<file path="src/rtl/clk_div_pkg.sv">
// Shared mode encoding, default sizing and select-width helper for the clock divider.
// Latency: n/a (definitions only); backpressure: n/a.
package clk_div_pkg;

  typedef enum logic {
    MODE_TOGGLE = 1'b0,
    MODE_PULSE  = 1'b1
  } mode_e;

  localparam int DEF_N_CH  = 4;
  localparam int DEF_CNT_W = 24;
  localparam logic [DEF_CNT_W-1:0] DEF_DIV_VAL = 24'd4_999_999;

  // Channel-select width, never narrower than one bit.
  function automatic int sel_w(input int n);
    return (n <= 2) ? 1 : $clog2(n);
  endfunction

endpackage

</file>
<file path="src/rtl/clk_div_multi_if.sv">
// Control/status bundle of the multi-channel divider: run/mode controls, divisor write port, outputs.
// Latency: n/a (wiring only); backpressure: none, every signal is sampled or presented each cycle.
interface clk_div_multi_if
  import clk_div_pkg::*;
#(
  parameter int N_CH  = DEF_N_CH,
  parameter int CNT_W = DEF_CNT_W
) ();

  localparam int SEL_W = sel_w(N_CH);

  logic [N_CH-1:0]  en;
  logic [N_CH-1:0]  mode;
  logic             sync;
  logic             div_we;
  logic [SEL_W-1:0] div_sel;
  logic [CNT_W-1:0] div_val;
  logic [N_CH-1:0]  pend;
  logic [N_CH-1:0]  clkout;
  logic [N_CH-1:0]  tick;

  modport master (
    output en, mode, sync, div_we, div_sel, div_val,
    input  pend, clkout, tick
  );

  modport slave (
    input  en, mode, sync, div_we, div_sel, div_val,
    output pend, clkout, tick
  );

endinterface

</file>
<file path="src/rtl/clk_div_chan.sv">
// One divider channel: counter, active/shadow divisor, toggle clock and terminal-count strobe.
// Latency: outputs registered, one clkin after the deciding edge; backpressure: none (free-running).
module clk_div_chan
  import clk_div_pkg::*;
#(
  parameter int               CNT_W   = DEF_CNT_W,
  parameter logic [CNT_W-1:0] DEF_DIV = CNT_W'(DEF_DIV_VAL)
) (
  input  logic             clkin,
  input  logic             rstn,
  input  logic             i_en,
  input  logic             i_mode,
  input  logic             i_sync,
  input  logic             i_we,
  input  logic [CNT_W-1:0] i_div_val,
  output logic             o_pend,
  output logic             o_clkout,
  output logic             o_tick
);

  logic [CNT_W-1:0] r_cnt;
  logic [CNT_W-1:0] r_div_act;
  logic [CNT_W-1:0] r_div_shadow;
  logic             r_pend;
  logic             r_clkout;
  logic             r_tick;

  logic             w_term;
  logic             w_restart;
  logic [CNT_W-1:0] w_next_div;

  assign w_term    = i_en && !i_sync && (r_cnt >= r_div_act);
  assign w_restart = i_sync || !i_en || w_term;

  // A write landing in an apply cycle bypasses the shadow, so it never shows as pending.
  assign w_next_div = i_we ? i_div_val : r_div_shadow;

  always_ff @(posedge clkin or negedge rstn) begin
    if (!rstn) begin
      r_cnt        <= '0;
      r_div_act    <= DEF_DIV;
      r_div_shadow <= DEF_DIV;
      r_pend       <= 1'b0;
      r_clkout     <= 1'b0;
      r_tick       <= 1'b0;
    end else begin
      if (i_we) begin
        r_div_shadow <= i_div_val;
      end
      if (w_restart) begin
        r_cnt     <= '0;
        r_div_act <= w_next_div;
        r_pend    <= 1'b0;
        r_tick    <= w_term;
        // Mode is sampled only at terminal count; pulse mode parks the clock low there.
        r_clkout  <= w_term && (i_mode == MODE_TOGGLE) && !r_clkout;
      end else begin
        r_cnt  <= r_cnt + CNT_W'(1);
        r_tick <= 1'b0;
        if (i_we) begin
          r_pend <= 1'b1;
        end
      end
    end
  end

  assign o_pend   = r_pend;
  assign o_clkout = r_clkout;
  assign o_tick   = r_tick;

endmodule

</file>
<file path="src/rtl/clk_div_multi.sv">
// N-channel programmable clock divider / tick generator with shadowed divisors and global realign.
// Latency: all outputs registered (1 clkin); backpressure: none, writes are always accepted.
module clk_div_multi
  import clk_div_pkg::*;
#(
  parameter int               N_CH    = DEF_N_CH,
  parameter int               CNT_W   = DEF_CNT_W,
  parameter logic [CNT_W-1:0] DEF_DIV = CNT_W'(DEF_DIV_VAL)
) (
  input logic            clkin,
  input logic            rstn,
  clk_div_multi_if.slave bus
);

  localparam int SEL_W = sel_w(N_CH);

  logic [N_CH-1:0] w_pend;
  logic [N_CH-1:0] w_clkout;
  logic [N_CH-1:0] w_tick;

  for (genvar i = 0; i < N_CH; i++) begin : g_ch
    localparam logic [SEL_W-1:0] CH_IDX = SEL_W'(i);

    // Selects beyond the last channel match no index and are dropped.
    logic w_we;
    assign w_we = bus.div_we && (bus.div_sel == CH_IDX);

    clk_div_chan #(
      .CNT_W   (CNT_W),
      .DEF_DIV (DEF_DIV)
    ) u_chan (
      .clkin     (clkin),
      .rstn      (rstn),
      .i_en      (bus.en[i]),
      .i_mode    (bus.mode[i]),
      .i_sync    (bus.sync),
      .i_we      (w_we),
      .i_div_val (bus.div_val),
      .o_pend    (w_pend[i]),
      .o_clkout  (w_clkout[i]),
      .o_tick    (w_tick[i])
    );
  end

  assign bus.pend   = w_pend;
  assign bus.clkout = w_clkout;
  assign bus.tick   = w_tick;

endmodule

</file>
<file path="src/flat_wrapper.sv">
// flat-port wrapper written by rule: the top's interface ports become plain ports
module clk_div_multi_flat import clk_div_pkg::*;
#(
  parameter int               N_CH    = DEF_N_CH,
  parameter int               CNT_W   = DEF_CNT_W,
  parameter logic [CNT_W-1:0] DEF_DIV = CNT_W'(DEF_DIV_VAL)
)
  (clkin, rstn, bus_en, bus_mode, bus_sync, bus_div_we, bus_div_sel, bus_div_val, bus_pend, bus_clkout, bus_tick);
  clk_div_multi_if #(.N_CH(N_CH), .CNT_W(CNT_W)) bus_i ();
  input logic clkin;
  input logic rstn;
  input wire logic [$bits(bus_i.en)-1:0] bus_en;
  input wire logic [$bits(bus_i.mode)-1:0] bus_mode;
  input wire logic [$bits(bus_i.sync)-1:0] bus_sync;
  input wire logic [$bits(bus_i.div_we)-1:0] bus_div_we;
  input wire logic [$bits(bus_i.div_sel)-1:0] bus_div_sel;
  input wire logic [$bits(bus_i.div_val)-1:0] bus_div_val;
  output wire logic [$bits(bus_i.pend)-1:0] bus_pend;
  output wire logic [$bits(bus_i.clkout)-1:0] bus_clkout;
  output wire logic [$bits(bus_i.tick)-1:0] bus_tick;
  assign bus_i.en = bus_en;
  assign bus_i.mode = bus_mode;
  assign bus_i.sync = bus_sync;
  assign bus_i.div_we = bus_div_we;
  assign bus_i.div_sel = bus_div_sel;
  assign bus_i.div_val = bus_div_val;
  assign bus_pend = bus_i.pend;
  assign bus_clkout = bus_i.clkout;
  assign bus_tick = bus_i.tick;
  clk_div_multi #(.N_CH(N_CH), .CNT_W(CNT_W), .DEF_DIV(DEF_DIV)) u_core (.clkin(clkin), .rstn(rstn), .bus(bus_i));
endmodule
</file>
<file path="config.mk">
export PLATFORM = sky130hd
export DESIGN_NAME = clk_div_multi_flat
export DESIGN_NICKNAME = d
export VERILOG_FILES = /design/src/rtl/clk_div_pkg.sv /design/src/rtl/clk_div_multi_if.sv /design/src/rtl/clk_div_chan.sv /design/src/rtl/clk_div_multi.sv /design/src/flat_wrapper.sv
export SDC_FILE = /design/constraint.sdc
export NUM_CORES = 1
export LEC_CHECK = 0
export ABC_AREA = 0
export CORE_AREA = 2 2 198 200
export DETAILED_ROUTE_END_ITERATION = 12
export DIE_AREA = 0 0 200 202
export MAX_ROUTING_LAYER = met4
export PLACE_DENSITY_LB_ADDON = 0.1
export SETUP_SLACK_MARGIN = 0.02
export SYNTH_ARGS = -nofsm -noshare
export SYNTH_HDL_FRONTEND = slang
export SYNTH_SLANG_ARGS = --single-unit
</file>
<file path="constraint.sdc">
create_clock -name clkin -period 2.6 [get_ports clkin]
set_input_delay 0.65 -clock clkin [delete_from_list [all_inputs] [get_ports clkin]]
set_output_delay 0.65 -clock clkin [all_outputs]
set_load 0.1 [all_outputs]
</file>
---- Word level (Yosys, flattened, before mapping) ----
Index checks and enable logic that the tools add are counted.
word-level totals
  input port bits ......................... 38
  memory bits (writable) .................. 0
  latch bits .............................. 0
  word-level logic and storage cells ...... 101
  memories kept ........................... 0
  memory bits (read-only) ................. 0
  output and inout port bits .............. 12
  bits in registers ....................... 300
operators by class
  magnitude comparators ................... 4
  div/mod/pow operators ................... 0
  $mul .................................... 0
  add/sub/neg operators ................... 4
  multiplexer cells ....................... 20
  reductions and logical operators ........ 42
  bitwise operators ....................... 4
  equality and inequality tests ........... 3
  shift-type cells ........................ 0
operators with widths
  kind                     count
  $mux W24                 8
  $add A24 B1 Y24 const B  4
  $ge A24 B24 Y1           4
  $logic_and A1 B1 Y1      20
  $mux W1                  12
  $logic_not A1 Y1         9
  $logic_or A1 B1 Y1       8
  $reduce_bool A2 Y1       4
  $eq A2 B2 Y1 const B     2
  $not A1 Y1               4
  $eq A2 B1 Y1 const B     1
  $logic_not A2 Y1         1

---- Longest topological paths before layout ----
  depth after elaboration ................. 5
  mapped depth ............................ 11

---- By module ----
A second synthesis with hierarchy kept.
unflattened totals
  cell total of the unflattened synthesis .. 1243
  area total of the unflattened synthesis .. 15164.5 um^2
by module, submodules not included
  module                                    area an instance (um^2)  instances  cells an instance  sequential area each (um^2)
  clk_div_chan (u_core.g_ch[0].u_chan ...)  3777.4                   3          309                1909.3
  clk_div_chan (u_core.g_ch[1].u_chan)      3794.9                   1          312                1909.3
  clk_div_multi                             37.5                     1          4                  0.0

---- Least setup slack after synthesis ----
OpenSTA, ideal clock, no wires.
  path kind ............................... register to register
  from .................................... register u_core.g_ch[1].u_chan.r_div_act[22]
  to ...................................... register u_core.g_ch[1].u_chan.r_div_act[10]
  arrival time ............................ 2218 ps
  cell stages (with the launch flop) ...... 11
  setup time .............................. 125 ps
  clock period less this slack ............ 2343 ps
  setup slack ............................. 257 ps
  cells stage by stage .................... dfstp_2 inv_1 ha_1 a21oi_2 nand2_1 a221oi_2 o211ai_2 or2_1 buf_6 buf_12 mux2_4
on the way
  longest elaborated chain between the ends .. 3
RTL lines
  item                    RTL line            RTL
  from (decl)             clk_div_chan.sv:22  logic [CNT_W-1:0] r_div_act;
  from (signal assigned)  clk_div_chan.sv:52  r_div_act <= w_next_div;
  $ge A24 B24 Y1          clk_div_chan.sv:32  assign w_term = i_en && !i_sync && (r_cnt >= r_div_act);
  $logic_and A1 B1 Y1     clk_div_chan.sv:32
  $logic_or A1 B1 Y1      clk_div_chan.sv:33  assign w_restart = i_sync || !i_en || w_term;
Every way passes these cells.
A chain may end at the register's enable or synchronous reset.

---- Worst setup path in the final report ----
Same ends and word-level chain as after synthesis.

==> results <==
[cell usage in the layout (no fill, tap or decap), types with 5 or more instances in the layout]
| master | instances |
|---|---|
| clkbuf_1 | 6 |
| clkinv_2 | 10 |
| inv_1 | 111 |
| nand4_1 | 31 |
| xor2_1 | 56 |
| clkbuf_16 | 37 |
| buf_12 | 12 |
| clkbuf_8 | 6 |
| mux2_2 | 123 |
| dfstp_2 | 104 |
| ha_1 | 100 |
| nand2_1 | 57 |
| clkdlybuf4s50_1 | 36 |
| dfrtp_1 | 196 |
| nor2b_1 | 8 |
| nor2_1 | 137 |
| nand3_1 | 42 |
| xnor2_1 | 32 |
| buf_4 | 37 |
| and3_1 | 18 |
| a21oi_1 | 39 |
| o21ai_0 | 12 |
| nor3_1 | 14 |
| and4_1 | 8 |
| nand2b_1 | 5 |
| mux2_4 | 69 |
[per-layer routing]
layer / wire length [µm] / vias up / global-route usage (%) / share of wire (%)
met3: 1420 / 53 / 2.54 / 4.4
li1: - / 4432 / - / -
met2: 15100 / 108 / 26.8 / 47
met4: 697 / 0 / 4.60 / 2.2
met1: 14800 / 4561 / 23.4 / 46
met5: 0 / - / - / 0
[timing repair]
action,CTS,global route
resized for setup,0,6
hold buffers,0,0
endpoints found under the setup margin,0,56
buffers inserted,0,1
[flip-flops by register name, summed over array words and instances (netlist names)]
register	cells
u_core.g_ch.u_chan.o_tick	4
u_core.g_ch.u_chan.o_pend	4
u_core.g_ch.u_chan.r_cnt	96
u_core.g_ch.u_chan.o_clkout	4
u_core.g_ch.u_chan.r_div_act	96
u_core.g_ch.u_chan.r_div_shadow	96
[worst max-delay path, cell delays in order, from the launching register on]
cell	delay, ns
dfstp_2	0.53
inv_1	0.04
ha_1	0.31
a21oi_2	0.14
nand2_1	0.07
a221oi_2	0.30
o211ai_2	0.13
or2_2	0.33
buf_12	0.20
mux2_4	0.31
[kinds of logic (layout without fill, tap and decap cells)]
family / after synthesis / after routing / synth area share [%]
and+or+nand+nor: 338 / 338 / 10.7
DFF: 300 / 300 / 50.5
muxes: 195 / 195 / 16.2
buffers and inverters: 159 / 261 / 5.55
adders and majority gates: 100 / 100 / 8.28
xor gates and xnor gates: 88 / 88 / 5.10
AOI/OAI and AO/OA: 83 / 83 / 3.67
[power breakdown]
group | internal [mW] | leakage [nW] | switching, mW | total, mW
Sequential | 5.53 | 3.64 | 0.258 | 5.79
Clock | 2.97 | 0.582 | 1.97 | 4.95
Combinational | 0.997 | 3.78 | 0.885 | 1.88
Total | 9.50 | 8.00 | 3.12 | 12.6
[stage by stage]
step | instances | total power [mW] | setup WS, ns
detailed placement | 1819 | 7.79 | 0.0780
CTS | 1882 | 12.9 | 0.0711
floorplan | 1263 | 7.18 | 0.257
finish | 1883 | 12.6 | 0.123
global placement | 1819 | 7.74 | 0.0763
global route | 1883 | 13.3 | 0.0213
[final cells by class]
| type | count | area, µm² | share of cell area, % |
|---|---|---|---|
| tap | 518 | 648 | 3.72 |
| sequential | 300 | 7640 | 43.8 |
| inverter | 111 | 417 | 2.39 |
| timing repair buffer | 87 | 905 | 5.19 |
| clock inverter | 14 | 128 | 0.732 |
| multi-input combinational | 804 | 6660 | 38.2 |
| clock buffer | 49 | 1030 | 5.92 |
[how the worst min path moves through the flow]
| stage | slack (ns) | end |
|---|---|---|
| 3_5_place_dp | 0.47 | u_core.g_ch[3].u_chan.r_cnt[0] |
| 4_1_cts | 0.03 | u_core.g_ch[2].u_chan.r_cnt[16] |
| 3_3_place_gp | 0.47 | u_core.g_ch[3].u_chan.r_cnt[0] |
| 5_1_grt | 0.04 | u_core.g_ch[2].u_chan.r_cnt[16] |
| 6_report | 0.02 | u_core.g_ch[2].u_chan.r_cnt[16] |
| 2_1_floorplan | 0.35 | u_core.g_ch[0].u_chan.o_clkout |
==> run metrics <==
status=finished, final reports clean; top post-synthesis cells by area=dfrtp_1 32%, dfstp_2 18%, mux2_2 9.2%; Tcrit/Tclk final=between 90% and 100%; Post-synth EDFFs=0; Slew Viols, Final=0; # setup viols final=0; # DRC=0; critical path arrival=between 2 and 3 ns; RSZ-0062 raised after global routing=no; cell area after placement=16200 µm²; layout overhead on the synthesized area=15.3%; FF-to-FF path depth=9; PD cells=roughly 720 nW/µm²; syn avg cell area=about 12 µm²; Yosys cell types=47; Seq/Total Area, Yosys=roughly half; routability cong.=approximately 0.76; CTS tree=yes; final core utilization=a little under half; Vias=between 9000 and 10000; router iterations before antenna repair=4; DR WL/cell=about 17 µm; clk sink count=300; CTS H-tree lvls=2; CP max FO=30; Port Buffers=roughly 50; Ys Warns=0; Slew Limit Headroom=68.8%; Yosys top cell by area=dfrtp_1; CTS buffer count=35; gr ovfl total=0; vias in the first global route=9527; Routed WL=roughly 32000 µm; worst skew pair latency=0.52 ns; Filler Cell Count=approximately 3600; Synth Register Bits=300; Post-synth ARST share=100%; leakage=around 8 nW; die height=between 200 and 250 µm; CP endpoint kind=register; CP Launch Type=register; first-pass GRT wire length=around 52000 µm; synth cell count leaders=196 x dfrtp_1, 137 x nor2_1, 123 x mux2_2; FP Rows=72; I/O pin cnt=50; CP startpoint=u_core.g_ch[1].u_chan.r_div_act[22]; GRT Total Usage=between 10% and 20%; Synth top area share=~32%; initial antenna violation count=5; drt initial violations=320; Fin Setup TNS=0 ns; antenna-violating nets left=0; Starting Density=~39%; Max IR drop VDD=between 0.4 and 0.5 mV; DP HPWL=roughly 22000 µm; R2R setup slack=between 0.1 and 0.15 ns; Synth Instances=1263; Worst EP required=about 3.0 ns; die width=200 µm; Hold Fails Final Rpt=0; Core Box Area=38300 µm²; top_reg_cell synth=dfrtp_1; max_cap viols=0; worst hold slack=approximately 0.023 ns; R2R Path Start=u_core.g_ch[1].u_chan.r_div_act[22]; count leader, synth=dfrtp_1; diodes inserted=0; root buffer cell=clkbuf_16; DR vias/cell=between 4 and 5; layout cells sized above 1=approximately a third; largest net degree at the start of global routing=59; Highest Clock Rate=around 400 MHz; Mapped Area=15100 µm²; Post-Layout Inst Area=around 17000 µm²; Setup CP Type=register to register; post-synth net total=about 1400; clock-pin slew on the worst setup and hold paths=roughly 0.06 ns; Least-Margin Pin Slew=about 0.47 ns; RR Endpoint=u_core.g_ch[1].u_chan.r_div_act[10]; Die Area=~40000 µm²; Clock Skew=~0.010 ns; Max Buffers Root-to-Sink=3; CP Capture Point=u_core.g_ch[1].u_chan.r_div_act[10]; Nets=around 1500; crit path time final=approximately 2.5 ns; worst hold path type=input port to asynchronous set/reset pin
Power figures use the tool's default switching activity.
